<file path="config.mk">
export PLATFORM = sky130hd
export DESIGN_NAME = fifo_cmd_conditioner
export DESIGN_NICKNAME = d
export VERILOG_FILES = /design/src/rtl/fifo_cmd_conditioner_pkg.sv /design/src/rtl/fifo_cmd_conditioner_btn_debounce.sv /design/src/rtl/fifo_cmd_conditioner.sv
export SDC_FILE = /design/constraint.sdc
export NUM_CORES = 1
export LEC_CHECK = 0
export ABC_CLOCK_PERIOD_IN_PS = 1700
export CAP_MARGIN = 0
export CORE_MARGIN = 2
export CORE_UTILIZATION = 30
export CTS_CLUSTER_DIAMETER = 50
export DETAILED_ROUTE_END_ITERATION = 8
export SLEW_MARGIN = 15
export SYNTH_ARGS = -nofsm -noshare
export SYNTH_HDL_FRONTEND = slang
export SYNTH_SLANG_ARGS = --single-unit
</file>
<file path="constraint.sdc">
create_clock -name clk -period 1.7 [get_ports clk]
set_input_delay 0.17 -clock clk [delete_from_list [all_inputs] [get_ports clk]]
set_output_delay 0.17 -clock clk [all_outputs]
set_load 0.05 [all_outputs]
</file>
<file path="src/rtl/fifo_cmd_conditioner_pkg.sv">
// fifo_cmd_conditioner_pkg: shared widths, debounce default and saturating drop-counter helper
package fifo_cmd_conditioner_pkg;
  localparam int DATA_WIDTH = 8;
  localparam int DEBOUNCE_CYCLES = 4;
  localparam int DROP_CNT_WIDTH = 8;
  localparam logic [DROP_CNT_WIDTH-1:0] DROP_CNT_MAX = '1;
  function automatic logic [DROP_CNT_WIDTH-1:0] sat_add(input logic [DROP_CNT_WIDTH-1:0] cnt, input logic [1:0] inc);
    logic [DROP_CNT_WIDTH:0] sum;
    sum = {1'b0, cnt} + {{(DROP_CNT_WIDTH-1){1'b0}}, inc};
    return sum > {1'b0, DROP_CNT_MAX} ? DROP_CNT_MAX : sum[DROP_CNT_WIDTH-1:0];
  endfunction
endpackage

</file>
<file path="src/rtl/fifo_cmd_conditioner_btn_debounce.sv">
// btn_debounce: synchronizes a raw button, filters bounce and emits a one-cycle press pulse
module btn_debounce #(
  parameter int DEBOUNCE_CYCLES = fifo_cmd_conditioner_pkg::DEBOUNCE_CYCLES,
  parameter int CNT_WIDTH = $clog2(DEBOUNCE_CYCLES)
) (
  input  logic clk,
  input  logic rst_n,
  input  logic btn_raw,
  output logic press
);
  logic s1, s2, stable, stable_d;
  logic [CNT_WIDTH-1:0] cnt;
  // two-flop synchronizer, then accept a level only after it has held for DEBOUNCE_CYCLES
  always_ff @(posedge clk or negedge rst_n) begin
    if (!rst_n) begin
      s1 <= 1'b0;
      s2 <= 1'b0;
      stable <= 1'b0;
      stable_d <= 1'b0;
      cnt <= '0;
    end else begin
      s1 <= btn_raw;
      s2 <= s1;
      stable_d <= stable;
      if (s2 == stable) begin
        cnt <= '0;
      end else if (cnt == CNT_WIDTH'(DEBOUNCE_CYCLES - 1)) begin
        stable <= s2;
        cnt <= '0;
      end else begin
        cnt <= cnt + CNT_WIDTH'(1);
      end
    end
  end
  assign press = stable & ~stable_d;
endmodule

</file>
<file path="src/rtl/fifo_cmd_conditioner.sv">
// fifo_cmd_conditioner: turns debounced button presses into gated FIFO wr/rd strobes and counts rejects
module fifo_cmd_conditioner
  import fifo_cmd_conditioner_pkg::*;
#(
  parameter int DATA_WIDTH = fifo_cmd_conditioner_pkg::DATA_WIDTH,
  parameter int DEBOUNCE_CYCLES = fifo_cmd_conditioner_pkg::DEBOUNCE_CYCLES,
  parameter int CNT_WIDTH = $clog2(DEBOUNCE_CYCLES)
) (
  input  logic                      clk,
  input  logic                      rst_n,
  input  logic                      btn_wr,
  input  logic                      btn_rd,
  input  logic [DATA_WIDTH-1:0]     sw_data,
  input  logic                      fifo_full,
  input  logic                      fifo_empty,
  output logic                      wr,
  output logic                      rd,
  output logic [DATA_WIDTH-1:0]     data_out,
  output logic                      wr_drop,
  output logic                      rd_drop,
  output logic [DROP_CNT_WIDTH-1:0] drop_count
);
  logic wr_press, rd_press, wr_ok, rd_ok, wr_rej, rd_rej;
  logic [1:0] drop_inc;
  btn_debounce #(.DEBOUNCE_CYCLES(DEBOUNCE_CYCLES), .CNT_WIDTH(CNT_WIDTH)) u_wr (
    .clk(clk), .rst_n(rst_n), .btn_raw(btn_wr), .press(wr_press)
  );
  btn_debounce #(.DEBOUNCE_CYCLES(DEBOUNCE_CYCLES), .CNT_WIDTH(CNT_WIDTH)) u_rd (
    .clk(clk), .rst_n(rst_n), .btn_raw(btn_rd), .press(rd_press)
  );
  assign wr_ok = wr_press & ~fifo_full;
  assign rd_ok = rd_press & ~fifo_empty;
  assign wr_rej = wr_press & fifo_full;
  assign rd_rej = rd_press & fifo_empty;
  assign drop_inc = {1'b0, wr_rej} + {1'b0, rd_rej};
  // register strobes and drop pulses; capture data only on an accepted write
  always_ff @(posedge clk or negedge rst_n) begin
    if (!rst_n) begin
      wr <= 1'b0;
      rd <= 1'b0;
      wr_drop <= 1'b0;
      rd_drop <= 1'b0;
      data_out <= '0;
      drop_count <= '0;
    end else begin
      wr <= wr_ok;
      rd <= rd_ok;
      wr_drop <= wr_rej;
      rd_drop <= rd_rej;
      data_out <= wr_ok ? sw_data : data_out;
      drop_count <= sat_add(drop_count, drop_inc);
    end
  end
endmodule
</file>
==> out/results.txt <==
The placement-stage cell area came out at 1659 sq um. The sum of negative setup slack was -0.3423 ns; the post-synthesis register bit count was 32. TritonCTS built the clock tree.

The maximum number of pins on one net before global-route repair came out at 33. Master cell of the clock root buffer: sky130_fd_sc_hd__clkbuf_8. Across the run, the number of max-cap violations was 0. Counting the fill cells in the layout gives 355. VDD sags by at most 1199 uV.

The H-tree was split into 2 levels. The sequential-to-total area share from yosys stat came out at 65.44%. The count of endpoints failing hold in the final timing report came out at 0. By area the synthesized netlist is led by sky130_fd_sc_hd__dfrtp_1, sky130_fd_sc_hd__mux2_2, sky130_fd_sc_hd__ha_1.

For the number of nets at the end of the flow, the log shows 151. The clock sink count is 32, and the number of iterations in the first detailed-routing pass is 3. The per-cell via count in the routed design works out to 4.473.

The largest total area in the synthesized netlist belongs to sky130_fd_sc_hd__dfrtp_1. The floorplan step defined a die boundary enclosing 4606 sq um. The number of inserted diodes is 0, and the final routed wirelength across all metal layers is 2402 um.

The final worst clock skew came out at 0.004142 ns. Synthesis produced 85 cells. The startpoint identified for the worst register-to-register timing path is u_rd.stable_d$_DFF_PN0_. In this run, synthesis inferred 0 flip-flops with an integrated enable. Post-route worst setup slack: -0.1198 ns. The maximum root-to-sink buffer count was 2; the all-layer global routing usage was 11.61%. The worst-skew pair later-pin latency was 0.28 ns. The required time of the critical path was 1.87 ns; the clock period minus worst slack was 1.820 ns. The class of the tightest hold or removal check was input pin to asynchronous set/reset pin. During synthesis, Yosys emitted a total of 0 warnings.

Synthesized netlist net count: 103. The critical setup path kind is flop to flop. The checks that failed: setup timing.

The logs give 0 for the post-detailed-route count of antenna-violating nets and 0 for the total global routing overflow. The share of the synthesized area in the top cell type came out at 65.44%. Compared with the post-synthesis result, the final layout area differs by 49.18%. Counting instances in the post-synthesis netlist gives the leading cell types as sky130_fd_sc_hd__dfrtp_1, sky130_fd_sc_hd__mux2_2, sky130_fd_sc_hd__inv_1, sky130_fd_sc_hd__nand2_1.

The worst pin sits at a relative slew slack of 66.43%. The finished layout holds 184 standard cells, fillers aside. The proportion of register bits with asynchronous set or reset after synthesis is 100.0%. The count of pins over their slew limit was 0. The run gives 0.6493 as the routability-driven placement congestion ratio. Each instance of the synthesized netlist takes up on average 14.40 sq um. In this run, distinct cell masters in the synthesized netlist total 23. The area of the mapped netlist came out at 1224 sq um. The final critical path takes up 107.0% of the cycle.

In this run the core area contains 23 standard-cell rows. STA classifies the critical path startpoint as a flop. The worst register-to-register path ends at drop_count[4]$_DFF_PN0_. Maximum operating frequency: 0.5495 GHz. The run gives 1826 sq um as the cell area after layout.

After clock tree synthesis, the clock-pin slew on the worst setup and hold paths is 0.07 ns. Prevailing post-synth register cell: sky130_fd_sc_hd__dfrtp_1. On the worst path, the slowest cell contributes a delay of 0.37 ns.

For this block, the via count after detailed routing is 823. In this run the register-to-register setup slack is -0.12 ns. For this run, design rule violations remaining after detail routing come to 0. Setup repair after global routing could not meet its margin everywhere. The most common cell in the synthesized netlist is sky130_fd_sc_hd__dfrtp_1. The tools report the number of global-route vias before repair as 802.

The worst endpoint data arrival time came out at 1.99 ns. Walking the worst path, the cells encountered are and3b_2 > inv_2 > fa_2 > inv_2 > ha_4 > and3_4 > nand3b_1 > o21a_1. Before CTS, the worst setup slack after placement is -0.3462 ns.

The horizontal die dimension is 67.87 um. The cell with the largest stage delay on the worst path was sky130_fd_sc_hd__dfrtp_1. STA classifies the critical path endpoint as a flop. The initial standard-cell utilization of the core came out at 30.81%.

The ratio of cells with drive above 1 in the final layout is 36.57%, and the initial antenna violation count is 0. Setup violations remaining at the end of the flow were counted as 7. In this run the count of I/O pins placed on the die edge is 34. Global-route wire length before repair: 3746 um. The number of buffer cells added on primary ports was 33. The flow ran to the end, but the final reports show violations. The most numerous cell type found on the critical path is sky130_fd_sc_hd__inv_2. After detailed routing, the average wire length per cell comes to 13.05 um.

The core region is 3971 sq um. The detailed router finished its first iteration with 40 violations. The die is 67.87 um tall. In this run the static leakage power is 0.8396 nW. For the half-perimeter wire length of the detailed placement result, the log shows 1604 um. The length in cells of the worst reg-to-reg path was 8; the power density over cell area was 1993 nW/um^2. Of all nets on the critical path, the largest fanout is 5. Including well taps, the total number of placed cells is 174. At the pin with the least slew margin, the transition time is 0.5019 ns. Buffers inserted during clock tree synthesis total 5.

The tools report the total power as 3.639 mW.
[power breakdown]
group	leakage, nW	internal (mW)	switching (mW)
clock	0.0552	0.434	0.275
combinational	0.388	0.683	0.998
sequential	0.396	1.04	0.204
total	0.840	2.16	1.48
[repair_timing]
action	4_1_cts	5_1_grt
setup endpoints to repair	8	8
endpoints found under the hold margin	0	0
setup buffers	1	1
gates resized for setup	9	2
hold buffers	0	0
pin swaps	5	1
[cells by family after synthesis]
logic type | count (synthesis) | share of synthesized area, %
DFF | 32 | 65.44
and+or+nand+nor | 25 | 12.47
muxes | 11 | 10.12
buffers and inverters | 5 | 2.147
AOI/OAI and AO/OA | 4 | 2.250
xor gates and xnor gates | 4 | 2.864
adders and majority gates | 4 | 4.704
[sequential cells by signal, summed over array words and instances, names as in the netlist]
name,flops
data_out,8
u_rd.s2,1
wr,1
u_rd.stable_d,1
u_rd.cnt,2
u_wr.s2,1
drop_count,8
wr_drop,1
u_wr.stable_d,1
rd_drop,1
u_wr.stable,1
u_rd.stable,1
u_wr.cnt,2
rd,1
u_rd.s1,1
u_wr.s1,1
[how the worst max path moves through the flow]
stage,startpoint,endpoint,slack (ns)
final,u_rd.stable_d$_DFF_PN0_,drop_count[4]$_DFF_PN0_,-0.12
after global routing,u_rd.stable_d$_DFF_PN0_,drop_count[6]$_DFF_PN0_,-0.22
after CTS,u_rd.stable_d$_DFF_PN0_,drop_count[7]$_DFF_PN0_,-0.11
after global placement,fifo_empty,drop_count[7]$_DFF_PN0_,-0.33
after floorplan,drop_count[0]$_DFF_PN0_,drop_count[7]$_DFF_PN0_,-0.05
after detailed placement,fifo_full,drop_count[7]$_DFF_PN0_,-0.35
[layout by cell type, fill, tap and decap left out, types with 2 or more instances in the layout]
cell	n
sky130_fd_sc_hd__buf_4	17
sky130_fd_sc_hd__clkbuf_8	5
sky130_fd_sc_hd__clkdlybuf4s50_1	25
sky130_fd_sc_hd__dfrtp_1	31
sky130_fd_sc_hd__ha_1	2
sky130_fd_sc_hd__inv_2	3
sky130_fd_sc_hd__mux2_2	10
sky130_fd_sc_hd__nand2_1	3
sky130_fd_sc_hd__nand2b_1	2
sky130_fd_sc_hd__nand3b_1	3
sky130_fd_sc_hd__nor2b_1	3
sky130_fd_sc_hd__nor3_1	2
sky130_fd_sc_hd__xnor2_1	3
[layer usage]
metal  vias up  global-route usage [%]  routed length, um
met1       406                   13.74               1013
met4         0                   7.250                 61
li1        382                       -                  -
met2        29                   17.52               1160
met5         -                       0                  0
met3         6                   4.770                167
[stage by stage]
stage	util, %	hold WS, ns
after floorplan	-	-0.1256
after global placement	41.78	0.3350
after detailed placement	41.78	0.3395
after CTS	45.68	0.2929
after global routing	45.97	0.3083
final	45.97	0.2821
[layout make-up]
cell class | count | area, sq um | share of cell area, %
Clock buffer | 6 | 72.57 | 3.975
Clock inverter | 2 | 35.03 | 1.919
Inverter | 4 | 15.01 | 0.8225
Multi-Input combinational cell | 48 | 460.4 | 25.22
Sequential cell | 32 | 802.0 | 43.93
Tap cell | 50 | 62.56 | 3.427
Timing Repair Buffer | 42 | 377.9 | 20.70
[critical path, delay by kind of cell, from the launching register on]
family	cells	cell delay [ns]
buffers and inverters	2	0.12
AO/OA/AOI/OAI	1	0.14
flip-flops	1	0.37
adder cells (fa/ha/maj)	2	0.50
AND/OR/NAND/NOR	3	0.57
Note: power is estimated with default switching activity, not from simulation.
